[src/rtl/led_pkg.sv]
`default_nettype none
// ============================================================================
//  Module   : led_pkg
//  Brief    : Shared constants and types for the 10-LED bar pattern path
//             (pattern generator and trail/PWM stage).
//  Revision : 1.0 - initial release
// ============================================================================
package led_pkg;

  localparam int N_LEDS    = 10;
  localparam int LEVEL_W   = 3;
  localparam int LEVEL_MAX = (1 << LEVEL_W) - 1;

  typedef logic [LEVEL_W-1:0] level_t;
  typedef logic [N_LEDS-1:0]  led_vec_t;

endpackage : led_pkg
`default_nettype wire

[src/rtl/pwm_slot_timer.sv]
`default_nettype none
// ============================================================================
//  Module   : pwm_slot_timer
//  Brief    : PWM frame timebase. A prescaler divides CLK into slots; LEVEL_MAX
//             slots make one frame. Flags the frame-ending edge (combinational)
//             and pulses frame_start in the first cycle of every frame.
//  Revision : 1.0 - initial release
// ============================================================================
module pwm_slot_timer
  import led_pkg::*;
#(
  parameter int PWM_DIV = 4
) (
  input  logic   CLK,
  input  logic   RST,
  output level_t slot,
  output logic   frame_edge,
  output logic   frame_start
);

  // A one-cycle slot still needs a 1-bit prescaler register
  localparam int                c_pre_w     = (PWM_DIV > 1) ? $clog2(PWM_DIV) : 1;
  localparam logic [c_pre_w-1:0] c_pre_last = c_pre_w'(PWM_DIV - 1);
  localparam level_t            c_slot_last = level_t'(LEVEL_MAX - 1);

  logic [c_pre_w-1:0] r_pre;
  level_t             r_slot;
  logic               r_frame_start;
  logic               w_pre_wrap;

  assign w_pre_wrap  = (r_pre == c_pre_last);
  assign frame_edge  = w_pre_wrap && (r_slot == c_slot_last);
  assign slot        = r_slot;
  assign frame_start = r_frame_start;

  // Prescaler/slot counters; frame_start marks the cycle after the frame edge
  always_ff @(posedge CLK) begin
    if (RST) begin
      r_pre         <= '0;
      r_slot        <= '0;
      r_frame_start <= 1'b0;
    end else begin
      r_frame_start <= frame_edge;
      if (w_pre_wrap) begin
        r_pre <= '0;
        if (r_slot == c_slot_last) begin
          r_slot <= '0;
        end else begin
          r_slot <= r_slot + 1'b1;
        end
      end else begin
        r_pre <= r_pre + 1'b1;
      end
    end
  end

endmodule : pwm_slot_timer
`default_nettype wire

[src/rtl/led_trail_pwm.sv]
`default_nettype none
// ============================================================================
//  Module   : led_trail_pwm
//  Brief    : Turns the bouncing-LED pattern into a fading comet trail. Lit
//             bits jump to full brightness, unlit LEDs decay once per step.
//             Steps are held and applied only at frame boundaries so a frame
//             never shows a brightness change part-way through.
//  Revision : 1.0 - initial release
// ============================================================================
module led_trail_pwm
  import led_pkg::*;
#(
  parameter int DECAY   = 2,
  parameter int PWM_DIV = 4
) (
  input  logic              CLK,
  input  logic              RST,
  input  logic [N_LEDS-1:0] pattern_in,
  input  logic              step,
  output logic [N_LEDS-1:0] leds,
  output logic              frame_start,
  output logic              dropped_step
);

  localparam logic [LEVEL_W:0] c_decay     = (LEVEL_W + 1)'(DECAY);
  localparam level_t           c_level_max = level_t'(LEVEL_MAX);

  level_t   r_level [N_LEDS];
  level_t   w_decayed [N_LEDS];
  led_vec_t r_pat_hold;
  logic     r_pending;
  logic     r_dropped;
  led_vec_t r_leds;

  level_t   w_slot;
  logic     w_frame_edge;
  logic     w_commit;
  led_vec_t w_commit_pat;

  pwm_slot_timer #(
    .PWM_DIV (PWM_DIV)
  ) u_timer (
    .CLK         (CLK),
    .RST         (RST),
    .slot        (w_slot),
    .frame_edge  (w_frame_edge),
    .frame_start (frame_start)
  );

  // A step arriving on the boundary edge itself is committed directly
  assign w_commit     = w_frame_edge && (r_pending || step);
  assign w_commit_pat = step ? pattern_in : r_pat_hold;

  // Saturating decay: subtract one bit wider and clamp on borrow
  generate
    for (genvar gi = 0; gi < N_LEDS; gi++) begin : g_decay
      logic [LEVEL_W:0] w_diff;
      assign w_diff        = {1'b0, r_level[gi]} - c_decay;
      assign w_decayed[gi] = w_diff[LEVEL_W] ? '0 : w_diff[LEVEL_W-1:0];
    end
  endgenerate

  // Step capture; a second step before commit overwrites and flags a drop
  always_ff @(posedge CLK) begin
    if (RST) begin
      r_pat_hold <= '0;
      r_pending  <= 1'b0;
      r_dropped  <= 1'b0;
    end else begin
      r_dropped <= step && r_pending && !w_frame_edge;
      if (step) begin
        r_pat_hold <= pattern_in;
      end
      if (w_commit) begin
        r_pending <= 1'b0;
      end else if (step) begin
        r_pending <= 1'b1;
      end
    end
  end

  // Brightness levels change only on a committed frame boundary
  always_ff @(posedge CLK) begin
    if (RST) begin
      for (int i = 0; i < N_LEDS; i++) begin
        r_level[i] <= '0;
      end
    end else if (w_commit) begin
      for (int i = 0; i < N_LEDS; i++) begin
        r_level[i] <= w_commit_pat[i] ? c_level_max : w_decayed[i];
      end
    end
  end

  // PWM compare: LED is on while the slot index is below its level
  always_ff @(posedge CLK) begin
    if (RST) begin
      r_leds <= '0;
    end else begin
      for (int i = 0; i < N_LEDS; i++) begin
        r_leds[i] <= (w_slot < r_level[i]);
      end
    end
  end

  assign leds         = r_leds;
  assign dropped_step = r_dropped;

endmodule : led_trail_pwm
`default_nettype wire

[config.mk]
export PLATFORM = sky130hd
export DESIGN_NAME = led_trail_pwm
export DESIGN_NICKNAME = d
export VERILOG_FILES = /design/src/rtl/led_pkg.sv /design/src/rtl/pwm_slot_timer.sv /design/src/rtl/led_trail_pwm.sv
export SDC_FILE = /design/constraint.sdc
export NUM_CORES = 1
export LEC_CHECK = 0
export ABC_AREA = 1
export CAP_MARGIN = 20
export CORE_MARGIN = 2
export CORE_UTILIZATION = 57
export CTS_CLUSTER_DIAMETER = 50
export DETAILED_ROUTE_END_ITERATION = 8
export DONT_BUFFER_PORTS = 1
export GPL_TIMING_DRIVEN = 1
export HOLD_SLACK_MARGIN = 0.05
export PLACE_DENSITY = 0.72
export SLEW_MARGIN = 5
export SYNTH_ARGS = -nofsm -noshare
export SYNTH_HDL_FRONTEND = slang
export SYNTH_SLANG_ARGS = --single-unit
export TNS_END_PERCENT = 20
[constraint.sdc]
create_clock -name CLK -period 1.69 [get_ports CLK]
set_clock_uncertainty 0.05 [all_clocks]
set_input_delay 0.169 -clock CLK [delete_from_list [all_inputs] [get_ports CLK]]
set_output_delay 0.169 -clock CLK [all_outputs]
set_load 0.1 [all_outputs]
==> reports/results.ini <==
[synth]
synth_cell_type_count=19
ys_warn_count=0
synthCells=323
ys_ff_latch=58
synth_area_per_cell_um2=8.75
ys_seq_area_frac=0.517
synth_nets=357
synth_area_um2=2830

[power_and_ir_drop]
power_frac_seq=0.513
power_frac_clock=0.358
power.leakage_uw=0.00145
p_switching_uw=853
p_sw_frac=0.278
ir_drop_mv=0.742
intPower_uw=2220
p_comb_frac=0.129
power.density_nw_per_um2=963
power_uw=3070

[worst_setup_path]
crit_family=simple AND/OR/NAND/NOR gates
cpPeakStageDelay_ns=0.34
r2r-start=u_timer.r_pre[0]
crit_arrival_ns=1.68
slowest_stage=nand3_4
critPathMaxFanout=30
path_buf_inv=0
cp-start-kind=flip-flop
path_cells=ha_1 > nand2_2 > nor2_4 > nand3_4 > nor2_1
worst_ep_required_time_ns=1.83
criticalPathCategory=reg2reg
cp-end-kind=flip-flop
crit_start=u_timer.r_pre[0]

[sta]
setup_viol=0
drv_slew=0
relSlewSlack=0.288
fmax_mhz=649
hold_viol_final=0
finalSetupTns_ns=0
fin_crit_ns=1.54
rsz0062_at_grt=false
holdWs_ns=0.0710
worst_pin_slew_ns=1.06
timing.final.crit_share=0.912

[cts]
cts_setup_buffers=0
clock_sinks=58
path_clk_slew_ns=0.06
insertion_delay_ns=0.34
cts_tree=built
cts_buffers=9
htreeDepth=3
cts.path.max_buffers=2
cts_root_buf=clkbuf_8

[floorplan]
num_rows=25
die_h_um=74.4
die-area_um2=5540
num_io_pins=25
fp.coreArea_um2=4750
die_x_um=74.4
initial_core_util=0.594

[cells_and_area]
most-common-layout-cells=nand2_1 (56), nor2_1 (52), a21oi_1 (44), inv_1 (37), edfxtp_1 (30)
nFillCells=392
layout.cells.most_common=nand2_1
drive_gt1_frac=0.140
finish.utilization=0.671
nets=378
area_delta_synth_final_pct=12.8
antenna_cells=0

[min_path]
hold_path_class=in2reg
min_from=step

[placement]
portBuffers=0
place_congestion=0.769
hpwl_um=3610

[run_status]
status=finished clean

[global_routing]
antenna_found_initial=0
grt_pass1_wl_um=9850
grt_overflow=0
grt_max_degree=31
grt_pass1_vias=2144
gr-usage-all-layers=0.246

[detailed_routing]
drt_first_pass_iters=6
wire_per_inst_um=13.8
route.vias.total=2191
drc=0
final_antenna_net_count=0
vias_per_cell=5.27
drtIter0Drc=156
wirelength_um=5750

[job]
maxCapViolations=0

[layout make-up]
class | count | area [um^2] | share of cell area
timing repair buffer | 22 | 195 | 0.0612
multi-input combinational | 216 | 1150 | 0.359
inverter | 37 | 139 | 0.0435
clock inverter | 3 | 15.0 | 0.00471
clock buffer | 13 | 149 | 0.0467
sequential | 58 | 1460 | 0.458
tap | 67 | 83.8 | 0.0263
[state kept, by name, indices dropped and copies added (netlist names)]
register	flops
dropped_step	1
leds	10
r_level	30
r_pat_hold	10
r_pending	1
u_timer.frame_start	1
u_timer.r_pre	2
u_timer.slot	3
[tightest hold or removal path, delay by kind of cell]
family                 cells  cell delay, ns
and+or+nand+nor            3            0.17
buffers and inverters      1            0.08
[cells by family (layout without fill, tap and decap cells)]
| family | Yosys count | in the layout | synth area share |
|---|---|---|---|
| simple gates | 140 | 140 | 0.214 |
| flops | 58 | 58 | 0.517 |
| compound gates | 55 | 55 | 0.0974 |
| buf+inv | 49 | 75 | 0.0784 |
| fa+ha+maj | 21 | 21 | 0.0930 |
[cells in the mapped netlist, drive strengths merged]
cell type / instances / area share
nor3: 3 / 0.0053
inv: 37 / 0.049
o21ai: 11 / 0.019
clkbuf: 2 / 0.0027
nand3: 14 / 0.031
nor3b: 1 / 0.0027
buf: 10 / 0.027
nand2: 58 / 0.078
ha: 21 / 0.093
edfxtp: 30 / 0.32
dfxtp: 28 / 0.20
a21oi: 44 / 0.078
nor2: 64 / 0.097
[final timing paths]
check / end / slack (ns) / depth (start not counted)
max: r_level[0][28] / 0.15 / 5
max reg2reg: r_level[0][28] / 0.15 / 5
min: r_pat_hold[0] / 0.07 / 4
min reg2reg: u_timer.r_pre[0] / 0.37 / 1
[power groups by stage]
stage	logic (uW)	clock network, uW	registers [uW]
after detailed placement	381	0	1610
after global placement	375	0	1600
after floorplan	176	0	1730
after global routing	438	1160	1580
final	396	1100	1580
after CTS	398	1120	1580
[stage by stage]
stage	instances	cell area, um^2	setup WS, ns
after floorplan	323	2830	0.0237
after global placement	398	3010	0.213
after detailed placement	398	3010	0.148
after CTS	416	3190	0.132
after global routing	416	3190	0.0375
final	416	3190	0.149
[per-layer routing]
layer | up-vias | track usage | part of all wire
li1 | 1094 | - | -
met1 | 1032 | 0.299 | 0.45
met2 | 50 | 0.399 | 0.48
met3 | 15 | 0.0718 | 0.052
met4 | 0 | 0.125 | 0.021
met5 | - | 0 | 0
[timing repair]
item	4_1_cts	5_1_grt
resized for setup	0	0
hold buffers	2	0
endpoints found under the hold margin	25	0
No activity file was read; power rests on OpenSTA's default activity.
